<file path="config.mk">
export PLATFORM = sky130hd
export DESIGN_NAME = lookup_result_display_flat
export DESIGN_NICKNAME = d
export VERILOG_FILES = /design/src/rtl/lookup_result_display_if.sv /design/src/rtl/lookup_result_display.sv /design/src/flat_wrapper.sv
export SDC_FILE = /design/constraint.sdc
export NUM_CORES = 1
export LEC_CHECK = 0
export BUFFER_PORTS_ARGS = -buffer_cell sky130_fd_sc_hd__buf_2
export CORE_MARGIN = 2
export CORE_UTILIZATION = 50
export CTS_CLUSTER_DIAMETER = 100
export DETAILED_ROUTE_END_ITERATION = 8
export GPL_ROUTABILITY_DRIVEN = 1
export PLACE_DENSITY = 0.75
export SYNTH_ARGS = -nofsm -noshare
export SYNTH_HDL_FRONTEND = slang
export SYNTH_SLANG_ARGS = --single-unit
</file>
<file path="constraint.sdc">
create_clock -name clk -period 2.3 [get_ports clk]
set_input_delay 0.345 -clock clk [delete_from_list [all_inputs] [get_ports clk]]
set_output_delay 0.345 -clock clk [all_outputs]
set_load 0.01 [all_outputs]
</file>
<file path="src/rtl/lookup_result_display_if.sv">
// Bus between the associative buffer side (request/data) and the result display.
// The master drives the button and buffer response; the slave drives the strobe, LEDs and FSM debug state.
interface lookup_result_display_if #(
   parameter int DATA_WIDTH = 2
);
   logic                  lookup_request;
   logic [DATA_WIDTH-1:0] data_input;
   logic                  data_valid_input;
   logic                  trigger_read;
   logic [DATA_WIDTH-1:0] leds_data;
   logic                  led_hit;
   logic                  led_miss;
   logic                  busy;
   logic [2:0]            state_dbg;

   modport master (
      output lookup_request, data_input, data_valid_input,
      input  trigger_read, leds_data, led_hit, led_miss, busy, state_dbg
   );

   modport slave (
      input  lookup_request, data_input, data_valid_input,
      output trigger_read, leds_data, led_hit, led_miss, busy, state_dbg
   );
endinterface

</file>
<file path="src/rtl/lookup_result_display.sv">
// Button-driven lookup of the associative buffer: one-cycle read strobe, bounded wait for
// the response, then a timed LED display of the hit data or a blinking miss indicator.
module lookup_result_display #(
   parameter int DATA_WIDTH        = 2,
   parameter int TIMEOUT_CYCLES    = 16,
   parameter int HOLD_CYCLES       = 25000000,
   parameter int BLINK_HALF_CYCLES = 6250000
) (
   input  logic                   clk,
   input  logic                   sync_reset_n,
   lookup_result_display_if.slave bus
);

   localparam logic [2:0] IDLE      = 3'd0;
   localparam logic [2:0] REQUEST   = 3'd1;
   localparam logic [2:0] WAIT      = 3'd2;
   localparam logic [2:0] SHOW_HIT  = 3'd3;
   localparam logic [2:0] SHOW_MISS = 3'd4;

   localparam int WAIT_W  = (TIMEOUT_CYCLES    > 1) ? $clog2(TIMEOUT_CYCLES)    : 1;
   localparam int HOLD_W  = (HOLD_CYCLES       > 1) ? $clog2(HOLD_CYCLES)       : 1;
   localparam int BLINK_W = (BLINK_HALF_CYCLES > 1) ? $clog2(BLINK_HALF_CYCLES) : 1;

   localparam logic [WAIT_W-1:0]  WAIT_LAST  = WAIT_W'(TIMEOUT_CYCLES - 1);
   localparam logic [HOLD_W-1:0]  HOLD_LAST  = HOLD_W'(HOLD_CYCLES - 1);
   localparam logic [BLINK_W-1:0] BLINK_LAST = BLINK_W'(BLINK_HALF_CYCLES - 1);

   logic [2:0]            state_q, state_d;
   logic [WAIT_W-1:0]     wait_q, wait_d;
   logic [HOLD_W-1:0]     hold_q, hold_d;
   logic [BLINK_W-1:0]    blink_q, blink_d;
   logic [DATA_WIDTH-1:0] data_q, data_d;
   logic                  miss_q, miss_d;
   logic                  prev_q;
   logic                  req_edge;

   assign req_edge = bus.lookup_request & ~prev_q;

   always_comb begin
      state_d = state_q;
      wait_d  = wait_q;
      hold_d  = hold_q;
      blink_d = blink_q;
      data_d  = data_q;
      miss_d  = miss_q;
      case (state_q)
         IDLE: begin
            if (req_edge) state_d = REQUEST;
         end
         REQUEST: begin
            wait_d  = '0;
            state_d = WAIT;
         end
         WAIT: begin
            // A response arriving on the last wait cycle still counts as a hit.
            if (bus.data_valid_input) begin
               data_d  = bus.data_input;
               hold_d  = '0;
               state_d = SHOW_HIT;
            end else if (wait_q == WAIT_LAST) begin
               data_d  = '0;
               hold_d  = '0;
               blink_d = '0;
               miss_d  = 1'b1;
               state_d = SHOW_MISS;
            end else begin
               wait_d = wait_q + WAIT_W'(1);
            end
         end
         SHOW_HIT: begin
            if (req_edge || hold_q == HOLD_LAST) begin
               data_d  = '0;
               hold_d  = '0;
               blink_d = '0;
               state_d = req_edge ? REQUEST : IDLE;
            end else begin
               hold_d = hold_q + HOLD_W'(1);
            end
         end
         SHOW_MISS: begin
            if (req_edge || hold_q == HOLD_LAST) begin
               miss_d  = 1'b0;
               data_d  = '0;
               hold_d  = '0;
               blink_d = '0;
               state_d = req_edge ? REQUEST : IDLE;
            end else begin
               hold_d = hold_q + HOLD_W'(1);
               if (blink_q == BLINK_LAST) begin
                  blink_d = '0;
                  miss_d  = ~miss_q;
               end else begin
                  blink_d = blink_q + BLINK_W'(1);
               end
            end
         end
         default: begin
            state_d = IDLE;
            data_d  = '0;
            miss_d  = 1'b0;
            hold_d  = '0;
            blink_d = '0;
            wait_d  = '0;
         end
      endcase
   end

   // prev resets high so a button held through reset does not start a lookup.
   always_ff @(posedge clk) begin
      if (!sync_reset_n) begin
         state_q <= IDLE;
         wait_q  <= '0;
         hold_q  <= '0;
         blink_q <= '0;
         data_q  <= '0;
         miss_q  <= 1'b0;
         prev_q  <= 1'b1;
      end else begin
         state_q <= state_d;
         wait_q  <= wait_d;
         hold_q  <= hold_d;
         blink_q <= blink_d;
         data_q  <= data_d;
         miss_q  <= miss_d;
         prev_q  <= bus.lookup_request;
      end
   end

   assign bus.trigger_read = (state_q == REQUEST);
   assign bus.leds_data    = data_q;
   assign bus.led_hit      = (state_q == SHOW_HIT);
   assign bus.led_miss     = miss_q;
   assign bus.busy         = (state_q != IDLE);
   assign bus.state_dbg    = state_q;

endmodule

</file>
<file path="src/flat_wrapper.sv">
// flat-port wrapper written by rule: the top's interface ports become plain ports
module lookup_result_display_flat 
#(
   parameter int DATA_WIDTH        = 2,
   parameter int TIMEOUT_CYCLES    = 16,
   parameter int HOLD_CYCLES       = 25000000,
   parameter int BLINK_HALF_CYCLES = 6250000
)
  (clk, sync_reset_n, bus_lookup_request, bus_data_input, bus_data_valid_input, bus_trigger_read, bus_leds_data, bus_led_hit, bus_led_miss, bus_busy, bus_state_dbg);
  lookup_result_display_if #(.DATA_WIDTH(DATA_WIDTH)) bus_i ();
  input  logic clk;
  input  logic sync_reset_n;
  input wire logic [$bits(bus_i.lookup_request)-1:0] bus_lookup_request;
  input wire logic [$bits(bus_i.data_input)-1:0] bus_data_input;
  input wire logic [$bits(bus_i.data_valid_input)-1:0] bus_data_valid_input;
  output wire logic [$bits(bus_i.trigger_read)-1:0] bus_trigger_read;
  output wire logic [$bits(bus_i.leds_data)-1:0] bus_leds_data;
  output wire logic [$bits(bus_i.led_hit)-1:0] bus_led_hit;
  output wire logic [$bits(bus_i.led_miss)-1:0] bus_led_miss;
  output wire logic [$bits(bus_i.busy)-1:0] bus_busy;
  output wire logic [$bits(bus_i.state_dbg)-1:0] bus_state_dbg;
  assign bus_i.lookup_request = bus_lookup_request;
  assign bus_i.data_input = bus_data_input;
  assign bus_i.data_valid_input = bus_data_valid_input;
  assign bus_trigger_read = bus_i.trigger_read;
  assign bus_leds_data = bus_i.leds_data;
  assign bus_led_hit = bus_i.led_hit;
  assign bus_led_miss = bus_i.led_miss;
  assign bus_busy = bus_i.busy;
  assign bus_state_dbg = bus_i.state_dbg;
  lookup_result_display #(.DATA_WIDTH(DATA_WIDTH), .TIMEOUT_CYCLES(TIMEOUT_CYCLES), .HOLD_CYCLES(HOLD_CYCLES), .BLINK_HALF_CYCLES(BLINK_HALF_CYCLES)) u_core (.clk(clk), .sync_reset_n(sync_reset_n), .bus(bus_i));
endmodule
</file>
== Word-level counts from Yosys, hierarchy flattened ==
Cells that the tools add are included.
W data, S select, Z words.

* Add/sub/neg operators: 3
* Eq/ne operators: 15
* Multiplexer cells: 28
* Bitwise logic cells: 6
* Reduce and logical (&&, ||, !) cells: 13

{| class="wikitable"
|+ Operators with widths
! operator !! count
|-
| $mux W23 || 5
|-
| $pmux W23 S4 || 1
|-
| $mux W25 || 3
|-
| $pmux W25 S3 || 1
|-
| $add A25 B1 Y25 const B || 1
|-
| $eq A25 B25 Y1 const B || 1
|-
| $add A23 B1 Y23 const B || 1
|-
| $eq A23 B23 Y1 const B || 1
|-
| $mux W3 || 4
|-
| $pmux W3 S4 || 1
|-
| $reduce_and A3 Y1 || 3
|-
| $mux W4 || 2
|-
| $ne A2 B1 Y1 const B || 4
|-
| $pmux W4 S2 || 1
|-
| $reduce_and A4 Y1 || 2
|-
| $eq A3 B2 Y1 const B || 2
|-
| $mux W2 || 3
|-
| $pmux W2 S3 || 1
|-
| $reduce_or A3 Y1 || 2
|-
| $mux W1 || 5
|-
| $not A1 Y1 || 5
|-
| $add A4 B1 Y4 const B || 1
|-
| $eq A4 B4 Y1 const B || 1
|-
| $ne A2 B2 Y1 const B || 2
|-
| other kinds (11) || 12
|}

* Register bits after elaboration: 59
* Output and inout bits: 9
* Word-level logic and storage cells: 72

== Longest topological paths before layout ==
Gate-level depths: netlist of the first run.

* Depth in word-level cells: 5
* Mapped depth: 8

== Worst setup path before layout of the first run ==
Ideal clock, no wire load.

* Path kind: register to register
* Start point: reg u_core.hold_q[0]
* End point: reg u_core.blink_q[18]
* Library setup time: 0.122 ns
* Arrival time: 2.062 ns
* Data required time: 2.178 ns
* Slack: 0.116 ns
* Cell stages (with the launch flop): 7
* Buffers on the path: 0
* Clock period less this slack: 2.184 ns
* Cells stage by stage: dfxtp_1 > ha_1 > or4bb_1 > nor4_4 > a21oi_2 > o21a_1 > a221o_1

* Longest elaborated chain between the ends: 4
* Elaborated cells between the ends (all ways): 6
* Classes of those cells: eq/ne (2); mux (2); reduce/logical (2)

{| class="wikitable"
|+ Ends and longest elaborated chain
! item !! line !! RTL
|-
| start, declared || lookup_result_display.sv:30 || <nowiki>logic [HOLD_W-1:0] hold_q, hold_d;</nowiki>
|-
| start signal, assigned || lookup_result_display.sv:121 || <nowiki>hold_q <= hold_d;</nowiki>
|-
| $eq A25 B25 Y1 * || lookup_result_display.sv:71, lookup_result_display.sv:81 ||
|-
| $logic_or A1 B1 Y1 * || lookup_result_display.sv:71, lookup_result_display.sv:81 ||
|-
| $mux W23 or $ne A2 B1 Y1 (tied branches) || n/a ||
|-
| $pmux W23 S4 or $reduce_and A4 Y1 (tied branches) || n/a ||
|-
| end signal, assigned || lookup_result_display.sv:122 || <nowiki>blink_q <= blink_d;</nowiki>
|-
| end, declared || lookup_result_display.sv:31 || <nowiki>logic [BLINK_W-1:0] blink_q, blink_d;</nowiki>
|}

Every way passes the cells marked *; elsewhere a longest branch is shown, timed or not.
A chain may end at the register's enable or synchronous reset.

== Worst setup path in the final report of the first run ==
* Start point: reg u_core.hold_q[1]
* End point: reg u_core.blink_q[10]

Same word-level chain as after synthesis.

==> impl_metrics.ini, run 1 <==
[die]
dieArea_mm2 = 0.00703
core_area_mm2 = 0.00624
start_util_pct = 51.1
die_x_um = 83.9
die_h_um = 83.9
rows = 29
num_io_pins = 15

[critical_path]
critical_path_class = flop to flop
start_kind = flop
crit_fanout = 17
crit_path_end_kind = flop
required_ps = 2500
worstPathArrival_ps = 2420

[global_routing]
grt_pass1_wl_um = 12800
gr-total-overflow = 0
antenna_found_initial = 0
first_global_vias = 2698
grt_util_all_layers_pct = 22.0
grt_max_degree = 26

[timing]
post-route-min-period_ps = 2220
setup_tns_ps = 0
finalSetupViolations = 0
finalHoldViolCount = 0
max_freq_mhz = 451
finClkSkew_ps = 7.91
period_share_pct = 96.3
relSlewSlack_pct = 64.1
worstMarginPinSlew_ps = 537
drv_slew = 0

[yosys]
synth.avg_cell_area_um2 = 8.16
synthesis.instances = 391
synthArstFlopShare_pct = 0
synth_top_cell_by_area = dfxtp_1
synth_fa_ha_area_share_pct = 1.18
synth-simple-area-share_pct = 32.4
yosys_register_bits = 59
synth_cell_types = 58
synth_top_family_by_area = simple AND/OR/NAND/NOR gates
synthMuxAreaShare_pct = 0.628
syn_area_mm2 = 0.00319
ys_warn_count = 0
synthXorXnorAreaFrac_pct = 7.41
synth-compound-area-share_pct = 16.1
syn_nets = 400
ys.flop_type = dfxtp_1
yosysTopAreaCellShare_pct = 37.0
yosysSeqAreaShare_pct = 37.0
synth_edf_count = 0
synth_area_leaders = dfxtp_1 37%, nor2_1 5.8%, nand3_1 5.5%

[layout]
final_util_pct = 59.3
fin_cells = 501
diodes = 0
area_growth_pct = 16.1
n_fill_cell = 575
final_nets = 428
drive_gt1_share_pct = 16.3
final-seq-area_mm2 = 0.00119
multi_input_area_mm2 = 0.00188

[routing]
routed_wl_um = 7530
via_count = 3039
drt_iter0_markers = 301
drc = 0
routedWlPerCell_um = 15.0
firstDrtPassIters = 5
routed_via_density = 6.07
postRouteAntennaNets = 0

[placed_design]
place.gp.congestion = 0.844
hpwl_um = 5110
place_inst = 484
io_buffers = 14

[power_and_ir_drop]
power_density_mw_per_mm2 = 596
p_leak_nw = 1.24
ir_drop_uv = 425

[clocking]
htree_levels = 3
cts_max_path_buffers = 2
worstSkewPairLatency_ps = 340
tritoncts = done
clockRootBuffer = clkbuf_8
clock_sinks = 59
clk_pin_slew_ps = 70
cts-buffers-inserted = 9

[job]
drv_cap = 0

[status]
outcome = finished, final reports clean

[worst_hold_path]
hold_class = input pin to flop
## power breakdown
group	internal (W)	switching [W]	total [W]
logic	0.0000329	0.0000630	0.0000958
registers	0.00103	0.00000778	0.00103
clock network	0.000668	0.000410	0.00108
## synthesized netlist by cell type (all sizes together) (4+ instances only)
cell / n
and4: 7
nor3: 14
a21oi: 12
and3: 7
xor2: 18
nand2b: 4
nor4: 8
nand4: 23
a31oi: 6
o211ai: 9
o221ai: 6
buf: 7
o21ai: 14
nand2: 23
nor2: 49
dfxtp: 59
inv: 21
xnor2: 9
nand3: 35
clkbuf: 9
## layout by cell type, fill, tap and decap left out, types with 3 or more instances in the layout
| master | netlist | final |
|---|---|---|
| buf_4 | 2 | 18 |
| a21oi_1 | 9 | 9 |
| a31oi_1 | 6 | 6 |
| o21a_1 | 3 | 3 |
| nor3_1 | 14 | 14 |
| and4_1 | 7 | 7 |
| nor4_1 | 7 | 7 |
| nand2_1 | 23 | 22 |
| nor2_1 | 49 | 48 |
| nand4_1 | 23 | 23 |
| a22o_2 | 3 | 3 |
| clkbuf_8 | 0 | 11 |
| xnor2_1 | 9 | 9 |
| o211ai_1 | 9 | 9 |
| dfxtp_1 | 59 | 56 |
| nand4b_1 | 3 | 3 |
| xor2_1 | 18 | 18 |
| and3_1 | 6 | 6 |
| o221ai_1 | 6 | 6 |
| o31a_1 | 3 | 3 |
| nand3_1 | 35 | 35 |
| o21ai_0 | 12 | 12 |
| a211oi_1 | 3 | 3 |
| inv_1 | 21 | 21 |
| nand2b_1 | 4 | 4 |
| buf_2 | 3 | 14 |
## cell type report
cell class | instances | area share [%]
clock buffer | 12 | 4.19
clock inverter | 4 | 1.96
inverter | 22 | 2.23
multi-input combinational | 294 | 50.9
sequential | 59 | 32.1
tap | 77 | 2.60
timing repair buffer | 33 | 6.08
## metrics by stage
step | total power [W] | hold WS, ps | worst slack (ps) | instance area, µm²
2_1_floorplan | 0.00111 | 418 | 116 | 3190
3_5_place_dp | 0.00115 | 468 | 87.1 | 3420
6_report | 0.00221 | 217 | 84.6 | 3700
3_3_place_gp | 0.00115 | 465 | 162 | 3420
4_1_cts | 0.00222 | 211 | 76.0 | 3650
5_1_grt | 0.00227 | 209 | -41.3 | 3700
## path summary, 6_finish.rpt
kind / startpoint / to / slack [ps] / cells after the start
worst max-delay path: u_core.hold_q[1] / u_core.blink_q[10] / 80 / 7
worst min-delay path: bus_lookup_request / u_core.prev_q / 220 / 2
worst min register to register: u_core.bus.leds_data[1] / u_core.bus.leds_data[1] / 480 / 2
worst max register to register: u_core.hold_q[1] / u_core.blink_q[10] / 80 / 7
## logic make-up (layout without fill, tap and decap cells)
kind of cell / after synthesis / count (layout)
fa+ha+maj: 3 / 3
simple gates: 191 / 191
compound gates: 71 / 71
buf+inv: 38 / 71
xor+xnor: 27 / 27
flops: 59 / 59
mux: 2 / 2
## per-layer routing
layer	wire, µm	vias to the layer above	GRT usage [%]
met2	3490	86	33.9
met1	3570	1438	30.2
met5	0	-	0
li1	-	1505	-
met3	361	10	4.35
met4	114	0	9.09
## timing repair
action,4_1_cts,5_1_grt
hold buffers,0,0
setup endpoints to repair,0,11
gates resized for setup,0,11
setup buffers,0,1
## worst max-delay path: stages, from the launching register on
cell      delay, ps
dfxtp_4         360
ha_4            130
or4bb_4         470
nor4_4          440
a21oi_2         140
o21ai_2         130
buf_4           240
o221ai_1        150
## registers in the layout (all words and copies together), names as in the netlist
signal and count:
u_core.blink_q 23, u_core.wait_q 4, u_core.prev_q 1, u_core.bus.led_miss 1, u_core.hold_q 25, u_core.bus.leds_data 2, u_core.bus.state_dbg 3
Note: power is estimated with default switching activity, not from simulation.
==> run 2, diff against run 1 <==
Settings changed: CORE_UTILIZATION 50 to 30, PLACE_DENSITY 0.75 to 0.51.
==> impl_metrics.ini, run 2 (synthesized netlist as in run 1, its figures left out) <==
[die]
num_io_pins = 15
rows = 37
core_area_mm2 = 0.0103
start_util_pct = 30.9
die_h_um = 107
die_x_um = 107
dieArea_mm2 = 0.0115

[worst_hold_path]
whs_path_depth = 2
min_to = u_core.prev_q
min_from = bus_lookup_request
hold_class = input pin to flop

[power_and_ir_drop]
power_w = 0.00200
clockPowerShare_pct = 43.3
power_density_mw_per_mm2 = 530
pwr-share-comb_pct = 5.1
p_leak_nw = 1.25
intPower_w = 0.00151
seqPwrFrac_pct = 51.7
ir_drop_uv = 246
switchingPower_w = 0.000489
p_sw_share_pct = 24.5

[routing]
firstDrtPassIters = 4
drt_iter0_markers = 115
routedWlPerCell_um = 13.8
via_count = 2976
drc = 0
routed_via_density = 5.26
routed_wl_um = 7830
postRouteAntennaNets = 0

[layout]
area_growth_pct = 18.1
diodes = 0
drive_gt1_share_pct = 16.7
largest_reg_flops = 25
design_area_mm2 = 0.00377
top_register = u_core.hold_q
final_nets = 434
final_cell_mix = 57 x dfxtp_1, 49 x nor2_1, 35 x nand3_1
n_fill_cell = 1122
final_common_cell = dfxtp_1
top_regs = u_core.hold_q x25, u_core.blink_q x23, u_core.wait_q x4

[placed_design]
place_ws_ps = 50.3
place.gp.congestion = 0.777
io_buffers = 14
dpl-instance-area_mm2 = 0.00356
hpwl_um = 5590

[job]
drv_cap = 0

[status]
outcome = finished, final reports clean

[timing]
fin_ws_ps = 138
finClkSkew_ps = 13.6
setup_tns_ps = 0
drv_slew = 0
relSlewSlack_pct = 59.4
finalHoldViolCount = 0
hold_slack_ps = 240
rsz0062_at_grt = false
worstMarginPinSlew_ps = 607
max_freq_mhz = 463
period_share_pct = 94.0
post-route-min-period_ps = 2160
finalSetupViolations = 0

[critical_path]
worstReg2RegEnd = u_core.blink_q[18]
crit_fanout = 4
cp_num_buf_inv = 1
reg2reg_depth = 7
crit_path_end_kind = flop
cp_slowest_cell = or4bb_4
critical_path_class = flop to flop
slowest_delay_ps = 470
worstReg2RegStart = u_core.hold_q[0]
start_kind = flop
cp_top_family = simple AND/OR/NAND/NOR gates
required_ps = 2520
worstPathArrival_ps = 2380
path_cells = ha_1 > or4bb_4 > nor4_4 > buf_4 > a21oi_2 > o21a_1 > a221o_1
rrSetupSlack_ps = 140

[global_routing]
gr-total-overflow = 0
grt_max_degree = 26
grt_pass1_wl_um = 13600
antenna_found_initial = 0
first_global_vias = 2782
grt_util_all_layers_pct = 14.8

[clocking]
cts_max_path_buffers = 2
ctsHoldBuffers = 0
clk_pin_slew_ps = 70
htree_levels = 3
clockRootBuffer = clkbuf_8
tritoncts = done
clock_sinks = 59
cts-buffers-inserted = 9
worstSkewPairLatency_ps = 330
## run 2: changes by cell type in the layout (fill, tap and decap cells not counted), sizes merged
cell / delta
clkinvlp: +1
bufinv: -2
buf: +6
clkinv: +1
## run 2: cell type report
cell class / count / area (µm²) / area share (%)
Clock buffer: 12 / 155 / 4.12
Clock inverter: 4 / 25.0 / 0.664
Multi-Input combinational cell: 294 / 1870 / 49.6
Tap cell: 136 / 170 / 4.52
Inverter: 22 / 82.6 / 2.19
Sequential cell: 59 / 1180 / 31.4
Timing Repair Buffer: 39 / 283 / 7.51
## run 2: worst max path at each step
stage | startpoint | to | slack, ps | cells after the start
finish | u_core.hold_q[0] | u_core.blink_q[18] | 140 | 7
global route | u_core.wait_q[0] | u_core.blink_q[18] | 30 | 6
CTS | u_core.hold_q[0] | u_core.blink_q[15] | 40 | 6
detailed placement | u_core.hold_q[0] | u_core.blink_q[14] | 50 | 6
global placement | u_core.hold_q[0] | u_core.blink_q[14] | 100 | 6
floorplan | u_core.hold_q[0] | u_core.blink_q[18] | 120 | 6
## run 2: power groups by stage
stage	registers (W)	clock network (W)	logic (W)
after floorplan	0.00105	0	0.0000600
after global placement	0.00106	0	0.000101
after detailed placement	0.00106	0	0.000100
after CTS	0.00103	0.000898	0.000101
after global routing	0.00103	0.000952	0.000111
final	0.00103	0.000864	0.000101
## run 2: per-stage QoR
stage / util [%] / std cells
6_report: 36.5 / 566
4_1_cts: 36.2 / 565
3_5_place_dp: 34.4 / 549
3_3_place_gp: 34.4 / 549
2_1_floorplan: - / 391
5_1_grt: 36.5 / 566
## run 2: routing by layer
metal	track usage [%]	routed length, µm	vias up
met5	0	0	-
met4	5.57	77	0
met3	3.28	287	6
met2	22.8	3590	51
met1	20.0	3870	1411
li1	-	-	1508
## run 2: what timing repair did
| action | 4_1_cts | 5_1_grt |
|---|---|---|
| resized for setup | 0 | 6 |
| endpoints found under the setup margin | 0 | 27 |
| buffers inserted | 0 | 1 |
## run 2: worst reg2reg max path, cell delays in order (launching register included)
cell and delay, ps:
dfxtp_2 330, ha_1 150, or4bb_4 470, nor4_4 270, buf_4 180, a21oi_2 80, o21a_1 240, a221o_1 340
